[src/rtl/ser_pkg.sv]
// Shared definitions for the shift_serializer transmit path.
// State encoding, counter sizing and output reset values.
package ser_pkg;

    localparam logic [1:0] ST_IDLE   = 2'b00;
    localparam logic [1:0] ST_SHIFT  = 2'b01;
    localparam logic [1:0] ST_PARITY = 2'b10;

    localparam logic SDATA_RST  = 1'b0;
    localparam logic SFRAME_RST = 1'b0;

    function automatic int clog2(input int value);
        int r;
        r = 0;
        while ((1 << r) < value) r++;
        return r;
    endfunction

endpackage

[src/rtl/piso_shift_reg.sv]
// Parallel-load shift register; tap is the bit currently on the wire.
// Direction selected by MSB_FIRST, vacated end filled from fill.
module piso_shift_reg
    import ser_pkg::*;
#(
    parameter int WIDTH     = 8,
    parameter int MSB_FIRST = 1
) (
    input  logic             clk,
    input  logic             rst,
    input  logic             load,
    input  logic             shift,
    input  logic [WIDTH-1:0] data,
    input  logic             fill,
    output logic             tap
);

    logic [WIDTH-1:0] sr;

    always_ff @(posedge clk or posedge rst) begin
        if (rst) begin
            sr <= {WIDTH{SDATA_RST}};
        end else if (load) begin
            sr <= data;
        end else if (shift) begin
            if (MSB_FIRST != 0) sr <= {sr[WIDTH-2:0], fill};
            else                sr <= {fill, sr[WIDTH-1:1]};
        end
    end

    assign tap = (MSB_FIRST != 0) ? sr[WIDTH-1] : sr[0];

endmodule

[src/rtl/shift_serializer.sv]
// Parallel-in/serial-out transmitter with framing strobe and done pulse.
// Define SER_PARITY_EN to append an even-parity bit to every frame.
module shift_serializer
    import ser_pkg::*;
#(
    parameter int WIDTH     = 8,
    parameter int MSB_FIRST = 1
) (
    input  logic             clk,
    input  logic             rst,
    input  logic [WIDTH-1:0] data_in,
    input  logic             load_valid,
    output logic             load_ready,
    output logic             sdata,
    output logic             sframe,
    output logic             done
);

    localparam int CW = clog2(WIDTH);
    localparam logic [CW-1:0] LAST = CW'(WIDTH - 1);

    logic [1:0]       state;
    logic [1:0]       state_nxt;
    logic [CW-1:0]    cnt;
    logic             final_c;
    logic             accept;
    logic             sr_load;
    logic             sr_shift;
    logic             fill;
    logic [WIDTH-1:0] sr_data;

`ifdef SER_PARITY_EN
    logic par;

    // Parity is shifted in behind the data so it reaches the tap last.
    always_ff @(posedge clk or posedge rst) begin
        if (rst)         par <= 1'b0;
        else if (accept) par <= ^data_in;
    end

    assign final_c = (state == ST_PARITY);
    assign fill    = par;
`else
    assign final_c = (state == ST_SHIFT) && (cnt == LAST);
    assign fill    = 1'b0;
`endif

    assign load_ready = (state == ST_IDLE) || final_c;
    assign done       = final_c;
    assign accept     = load_valid & load_ready;

    always_comb begin
        state_nxt = state;
        sr_load   = 1'b0;
        sr_shift  = 1'b0;
        sr_data   = data_in;
        if (accept) begin
            state_nxt = ST_SHIFT;
            sr_load   = 1'b1;
        end else if (final_c) begin
            // Clearing on frame end keeps sdata low while idle.
            state_nxt = ST_IDLE;
            sr_load   = 1'b1;
            sr_data   = '0;
        end else if (state == ST_SHIFT) begin
            sr_shift  = 1'b1;
            state_nxt = (cnt == LAST) ? ST_PARITY : ST_SHIFT;
        end
    end

    always_ff @(posedge clk or posedge rst) begin
        if (rst) begin
            state  <= ST_IDLE;
            cnt    <= '0;
            sframe <= SFRAME_RST;
        end else begin
            state  <= state_nxt;
            cnt    <= (sr_shift && cnt != LAST) ? cnt + 1'b1 : '0;
            sframe <= (state_nxt != ST_IDLE);
        end
    end

    piso_shift_reg #(
        .WIDTH    (WIDTH),
        .MSB_FIRST(MSB_FIRST)
    ) u_sr (
        .clk  (clk),
        .rst  (rst),
        .load (sr_load),
        .shift(sr_shift),
        .data (sr_data),
        .fill (fill),
        .tap  (sdata)
    );

endmodule

[config.mk]
export PLATFORM = sky130hd
export DESIGN_NAME = shift_serializer
export DESIGN_NICKNAME = d
export VERILOG_FILES = /design/src/rtl/ser_pkg.sv /design/src/rtl/piso_shift_reg.sv /design/src/rtl/shift_serializer.sv
export SDC_FILE = /design/constraint.sdc
export NUM_CORES = 1
export LEC_CHECK = 0
export BUFFER_PORTS_ARGS = -buffer_cell sky130_fd_sc_hd__buf_2
export CORE_AREA = 2 2 39 41
export CTS_BUF_LIST = sky130_fd_sc_hd__clkbuf_2
export DETAILED_ROUTE_END_ITERATION = 8
export DIE_AREA = 0 0 41 43
export PLACE_DENSITY = 0.68
export SLEW_MARGIN = 0
export SYNTH_ARGS = -nofsm -noshare
export SYNTH_HDL_FRONTEND = slang
export SYNTH_SLANG_ARGS = --single-unit
[constraint.sdc]
create_clock -name clk -period 1.6 [get_ports clk]
set_input_delay 0.16 -clock clk [delete_from_list [all_inputs] [get_ports clk]]
set_output_delay 0.16 -clock clk [all_outputs]
set_load 0.01 [all_outputs]
==> results of run 1 <==
## critical path, cell delays in order (launching register included)
cell	delay, ps
dfrtp_1	410
ha_2	190
ha_4	160
nor2b_4	130
nor2_1	50
buf_2	140
## cells in the final DEF (no fill, tap or decap)
| master | instances |
|---|---|
| o21ai_0 | 1 |
| nor2b_1 | 1 |
| nand2_1 | 1 |
| nor3b_2 | 1 |
| ha_4 | 1 |
| ha_2 | 1 |
| nand2b_1 | 1 |
| inv_1 | 2 |
| nor2b_4 | 1 |
| and2b_1 | 1 |
| a22o_1 | 1 |
| clkinv_1 | 1 |
| a221o_1 | 7 |
| nor2_1 | 1 |
| or3_1 | 1 |
| nor2_2 | 1 |
| dlygate4sd3_1 | 1 |
| dfrtp_1 | 14 |
| clkbuf_2 | 3 |
| and2_1 | 9 |
| o21bai_1 | 1 |
| buf_2 | 14 |
## what timing repair did
item,CTS,global route
endpoints found under the setup margin,0,11
resized for setup,0,4
hold buffers,1,0
hold endpoints to repair,14,0
## power by group
part	switching, W	leakage (nW)	total (W)	internal (W)
clock network	0.000111	0.0140	0.000166	0.0000543
logic	0.000175	0.171	0.000377	0.000202
registers	0.0000638	0.177	0.000536	0.000472
total	0.000350	0.362	0.00108	0.000728
## cells by family after synthesis
kind of cell / count (synthesis) / share of synthesized area, %
buf+inv: 4 / 3.711
simple gates: 18 / 19.38
fa+ha+maj: 2 / 4.123
flops: 14 / 57.73
compound gates: 10 / 15.05
## stage by stage
| step | setup TNS [ps] | cell area, um2 | std cells | setup WS [ps] |
|---|---|---|---|---|
| after CTS | 0 | 710.7 | 81 | 2.589 |
| after global placement | 0 | 681.9 | 76 | 124.2 |
| after detailed placement | 0 | 681.9 | 76 | 72.95 |
| after global routing | -8.734 | 730.7 | 81 | -8.734 |
| final | 0 | 730.7 | 81 | 100.2 |
| after floorplan | 0 | 606.8 | 48 | 172.7 |
## sequential cells by signal (all words and copies together) (netlist names)
name	count
u_sr.sr	8
cnt	3
state	2
sframe	1
## metal layers
metal | wire length, um | global-route usage, % | vias to the layer above | share of wire, %
li1 | - | - | 202 | -
met1 | 485 | 20.61 | 210 | 45
met2 | 516 | 20.63 | 9 | 47
met3 | 66 | 5.236 | 2 | 6.1
met4 | 18 | 12.00 | 0 | 1.7
met5 | 0 | 0 | - | 0
## cell type report
type | count | area [um2]
sequential | 14 | 350.3
fill | 128 | 653.1
clock buffer | 3 | 15.01
tap | 16 | 20.02
timing repair buffer | 15 | 80.08
clock inverter | 1 | 3.754
multi-input combinational | 30 | 254.0
inverter | 2 | 7.507
## how the worst min path moves through the flow
stage / to / slack, ps / cells past startpoint
3_5_place_dp: u_sr.sr[4] / 220 / 2
4_1_cts: u_sr.sr[0] / 90 / 2
2_1_floorplan: cnt[0] / 50 / 1
6_report: u_sr.sr[0] / 100 / 2
3_3_place_gp: u_sr.sr[4] / 220 / 2
5_1_grt: u_sr.sr[4] / 80 / 2
==> qor.txt, run 1 <==
OUTCOME
----------------------------------------------------------------------------------------
Outcome                                                                     finished, final reports clean

CLOCK NETWORK
----------------------------------------------------------------------------------------
Clock sinks                                                                           14
Root buffer cell                                                                clkbuf_2
Number of post-CTS setup repair buffers                                                0
Maximum level of the CTS H-tree                                                        1
Clock-pin slew on the worst setup and hold paths                                  140 ps
Num CTS Buffers                                                                        3
Clock insertion delay at the later pin of the skew report                         270 ps
CTS tree                                                                            done
CTS max path bufs                                                                      2

FINAL LAYOUT
----------------------------------------------------------------------------------------
P&R area growth vs syn                                                            20.41%
Number of nets in the layout                                                          79
Layout Utilization                                                                52.80%
Final antenna diode count                                                              0
Layout cells sized above 1                                                        33.85%

PLACED DESIGN
----------------------------------------------------------------------------------------
Total half-perimeter wirelength after legalization and detailed placement       790.8 um
Placer's final routability congestion estimate                                    0.5963
I/O Buffers                                                                           14

FLOORPLANNING
----------------------------------------------------------------------------------------
Horizontal die dimension                                                           41 um
Placement Rows                                                                        14
Area of the core                                                            0.001384 mm2
Initial core utilization                                                          43.85%
Die height                                                                         43 um
IO Pins                                                                               15
Total die area                                                              0.001763 mm2

GRT
----------------------------------------------------------------------------------------
Via count of the first global-routing pass                                           399
Grt ovf                                                                                0
Total GRT Usage                                                                   15.80%
Maximum number of pins on one net before global-route repair                          15
Wire length of the first global-routing pass                                    1.766 mm
Antenna violations before repair                                                       0

DRT
----------------------------------------------------------------------------------------
DRC violation count after routing                                                      0
Vias post-DR                                                                         423
WL final                                                                        1.087 mm
Final ANT Viol Nets                                                                    0
DRT Pass-1 Iters                                                                       2
Routed length per placed instance                                               13.42 um
Drt initial violations                                                                 9
Via/cell ratio                                                                     5.222

YOSYS
----------------------------------------------------------------------------------------
Commonest cells in the netlist                                              dfrtp_1, and2_1, a221o_1
Synthesized netlist net count                                                         61
Top cells by area in the synthesized netlist                                dfrtp_1, a221o_1, and2_1
Top-area cell type share of the netlist area                                      57.73%
Netlist Area Pre-Place                                                         606.8 um2
Post-Syn Area per Cell                                                         12.64 um2
Number of synthesized flops with an enable pin                                         0
Cell count after synthesis                                                            48
Post-synthesis async set-or-reset flop share                                      100.0%
Unique masters post-synth                                                             19
Warning count from the yosys run                                                       0
Flip-flop and latch count after synthesis                                             14
Area leader, netlist                                                             dfrtp_1
Main synth FF type                                                               dfrtp_1
Proportion of synthesized chip area in sequential cells                           57.73%
Most frequent cell after synthesis                                               dfrtp_1

WORST SETUP PATH
----------------------------------------------------------------------------------------
Class of the most critical setup path                                       flop to output pin
CP Max Fanout                                                                          4
RR Endpoint                                                                   u_sr.sr[7]
CP arrival                                                                       1340 ps
Crit path capture type                                                        output pin
Register-to-Register Path Depth                                                        5
Startpoint of the worst-slack reg-to-reg timing path                              cnt[0]
Capture point of the critical path                                            load_ready
Register-to-register setup slack                                                  140 ps
WP data required                                                                 1440 ps
Kind of start point of the critical path                                            flop
Critical Path Start                                                               cnt[0]

FLOW RUN
----------------------------------------------------------------------------------------
Count of max-cap constraint violations                                                 0

MIN PATH
----------------------------------------------------------------------------------------
Worst Min Path Start                                                          data_in[0]
Worst hold path type                                                        input port to flop

STA
----------------------------------------------------------------------------------------
Count of endpoints failing hold in the final timing report                             0
Worst hold margin                                                               95.97 ps
Layout Skew                                                                     10.47 ps
Setup violations, final                                                                0
Final worst path period share                                                     93.74%
Worst slew margin relative to its limit                                           64.61%
Number of pins exceeding their max-slew limit in the final report                      0
Final Critical Period                                                            1500 ps
Max Fclk                                                                      0.6668 GHz
Setup repair after global routing missed its margin                                  yes
Slew @ Worst Pin                                                                530.3 ps

PWR
----------------------------------------------------------------------------------------
Final Total Pwr                                                               0.001078 W
Power density over cell area                                                 1476 mW/mm2
Total leakage power                                                            0.3618 nW
Highest ir drop seen on vdd                                                     603.5 uV

Power figures use the tool's default switching activity.
==> inputs of run 2 (changes only) <==
--- a/config.mk
+++ b/config.mk
@@ -6,11 +6,12 @@
 export NUM_CORES = 1
 export LEC_CHECK = 0
 export BUFFER_PORTS_ARGS = -buffer_cell sky130_fd_sc_hd__buf_2
-export CORE_AREA = 2 2 39 41
+export CAP_MARGIN = 20
+export CORE_AREA = 2 2 42 44
 export CTS_BUF_LIST = sky130_fd_sc_hd__clkbuf_2
 export DETAILED_ROUTE_END_ITERATION = 8
-export DIE_AREA = 0 0 41 43
-export PLACE_DENSITY = 0.68
+export DIE_AREA = 0 0 44 46
+export PLACE_DENSITY = 0.59
 export SLEW_MARGIN = 0
 export SYNTH_ARGS = -nofsm -noshare
 export SYNTH_HDL_FRONTEND = slang
==> qor.txt, run 2 (synthesized netlist as in run 1, its figures left out) <==
OUTCOME
----------------------------------------------------------------------------------------
Outcome                                                                     finished, final reports clean

FINAL LAYOUT
----------------------------------------------------------------------------------------
Footprint of the multi-input gates                                             254.0 um2   unchanged
Number of nets in the layout                                                          81   +2.5%
Final antenna diode count                                                              0   unchanged
Commonest non-fill, non-tap cells in the layout                             dfrtp_1, buf_2, and2_1
Fillcell total                                                                       160   +25%
P&R area growth vs syn                                                            23.09%
Final cell count without fillers                                                      84   +3.7%
Number of flip-flops in the largest register                                           8   unchanged
Register name with the most flops                                                u_sr.sr
Sequential cell area in the final layout                                       350.3 um2   unchanged
Top flop regs                                                               u_sr.sr: 8 flops, cnt: 3 flops, state: 2 flops
Layout cells sized above 1                                                        35.82%   +2.0 points
Post-route cell area                                                           747.0 um2   +2.2%

PLACED DESIGN
----------------------------------------------------------------------------------------
Placer's final routability congestion estimate                                    0.6890   +16%
Number of cells after detailed placement                                              79   +3.9%
Total half-perimeter wirelength after legalization and detailed placement       747.1 um   -5.5%
Total cell area at the placement stage                                         698.2 um2   +2.4%
I/O Buffers                                                                           14   unchanged

STA
----------------------------------------------------------------------------------------
Number of pins exceeding their max-slew limit in the final report                      0   unchanged
Count of endpoints failing hold in the final timing report                             0   unchanged
Setup repair after global routing missed its margin                                  yes
Final sum of negative setup slack                                                   0 ps   unchanged
Setup violations, final                                                                0   unchanged
Worst hold margin                                                               103.2 ps   +7.206 ps
Layout Skew                                                                     4.523 ps   -5.944 ps
Max Fclk                                                                      0.6691 GHz   +0.35%
Slew @ Worst Pin                                                                525.4 ps   -4.940 ps
Worst slew margin relative to its limit                                           64.90%   +0.30 points
Final Critical Period                                                            1495 ps   -5.289 ps
Final worst path period share                                                     93.41%   -0.33 points

PWR
----------------------------------------------------------------------------------------
Switching power share of the total                                                31.61%   -0.88 points
Cell-internal power                                                          0.0007601 W   +4.4%
Share of power burned in registers                                                 48.0%   -1.7 points
Final Total Pwr                                                               0.001111 W   +3.1%
Power density over cell area                                                 1488 mW/mm2   +0.83%
Net Switching                                                                0.0003514 W   +0.30%
Highest ir drop seen on vdd                                                     609.4 uV   +0.98%
Combinational Power Share                                                          37.3%   +2.3 points
Total leakage power                                                            0.3704 nW   +2.4%
Proportion of power drawn by the clock network                                     14.7%   -0.7 points

WORST SETUP PATH
----------------------------------------------------------------------------------------
Startpoint of the worst-slack reg-to-reg timing path                              cnt[0]
Crit path capture type                                                        output pin
Register-to-Register Path Depth                                                        6   +1
RR Endpoint                                                                   u_sr.sr[6]
CP arrival                                                                       1330 ps   about the same
Register-to-register setup slack                                                  160 ps   +20 ps
WP data required                                                                 1440 ps   about the same
Kind of start point of the critical path                                            flop
Class of the most critical setup path                                       flop to output pin
Crit path buf inv count                                                                1   unchanged
CP Max Fanout                                                                          4   unchanged
Family of cells with the greatest summed delay on the critical path           flip-flops
Peak per-stage delay on the critical path                                         390 ps   -20 ps
Critical-path cell list                                                     ha_2 -> ha_4 -> nor2b_4 -> nor2_1 -> buf_2
Critical path's slowest cell                                                     dfrtp_1

MIN PATH
----------------------------------------------------------------------------------------
Endpoint of the worst hold-timing path                                            sframe
Worst Min Path Start                                                          load_valid
Number of cells on the worst hold path                                                 2   unchanged
Worst hold path type                                                        input port to flop

CLOCK NETWORK
----------------------------------------------------------------------------------------
Num CTS Buffers                                                                        3   unchanged
CTS tree                                                                            done
Root buffer cell                                                                clkbuf_2
CTS max path bufs                                                                      2   unchanged
Number of post-CTS setup repair buffers                                                0   unchanged
Maximum level of the CTS H-tree                                                        1   unchanged
Clock-pin slew on the worst setup and hold paths                                  130 ps   about the same
Clock sinks                                                                           14   unchanged
Clock insertion delay at the later pin of the skew report                         270 ps   about the same

DRT
----------------------------------------------------------------------------------------
Drt initial violations                                                                 6   -3
Via/cell ratio                                                                     5.024   -3.8%
DRC violation count after routing                                                      0   unchanged
Final ANT Viol Nets                                                                    0   unchanged
Vias post-DR                                                                         422   -0.24%
WL final                                                                        1.046 mm   -3.8%
DRT Pass-1 Iters                                                                       4   +2
Routed length per placed instance                                               12.45 um   -7.2%

FLOORPLANNING
----------------------------------------------------------------------------------------
IO Pins                                                                               15   unchanged
Total die area                                                              0.002024 mm2   +15%
Horizontal die dimension                                                           44 um   +7.3%
Die height                                                                         46 um   +7.0%
Area of the core                                                            0.001614 mm2   +17%
Placement Rows                                                                        15   +1
Initial core utilization                                                          37.60%   -6.3 points

GRT
----------------------------------------------------------------------------------------
Wire length of the first global-routing pass                                    1.828 mm   +3.5%
Via count of the first global-routing pass                                           392   -1.8%
Total GRT Usage                                                                   12.98%   -2.8 points
Grt ovf                                                                                0   unchanged
Maximum number of pins on one net before global-route repair                          15   unchanged
Antenna violations before repair                                                       0   unchanged

FLOW RUN
----------------------------------------------------------------------------------------
Count of max-cap constraint violations                                                 0   unchanged

[run 2: power groups by stage]
stage / Clock (W) / Combinational (W) / Sequential [W]
floorplan: 0 / 0.000280 / 0.000527
global placement: 0 / 0.000385 / 0.000532
detailed placement: 0 / 0.000395 / 0.000532
CTS: 0.000172 / 0.000403 / 0.000526
global route: 0.000191 / 0.000476 / 0.000550
finish: 0.000164 / 0.000415 / 0.000533
[run 2: metal layers]
metal,part of all wire (%),global-route usage (%),up-vias
met3,5.2,3.571,0
met1,53,19.15,203
met5,0,0,-
li1,-,-,208
met2,41,16.76,11
met4,0,7.273,0
[run 2: cell type report]
cell class	count	share of cell area (%)
Multi-Input combinational cell	30	34.00
Sequential cell	14	46.90
Inverter	2	1.005
Clock buffer	3	2.010
Timing Repair Buffer	17	12.73
Tap cell	17	2.848
Clock inverter	1	0.5025
[run 2: metrics by stage]
step	worst slack, ps	util (%)
after floorplan	172.7	-
after global placement	121.3	43.26
after detailed placement	86.02	43.26
after CTS	32.59	45.19
after global routing	-0.4324	46.28
final	105.5	46.28
[run 2: worst max path at each step]
stage	startpoint	end	slack, ps	cells past startpoint
2_1_floorplan	cnt[0]	u_sr.sr[1]	170	5
3_3_place_gp	cnt[0]	u_sr.sr[7]	120	5
3_5_place_dp	cnt[0]	u_sr.sr[6]	90	5
4_1_cts	cnt[0]	load_ready	30	5
5_1_grt	cnt[0]	load_ready	-0.4	5
6_report	cnt[1]	load_ready	110	5
[run 2: timing repair]
action / 4_1_cts / 5_1_grt
pin swaps: 0 / 1
gates resized for setup: 1 / 3
gates cloned: 0 / 0
hold endpoints to repair: 14 / 0
endpoints found under the setup margin: 1 / 2
hold buffers: 1 / 0
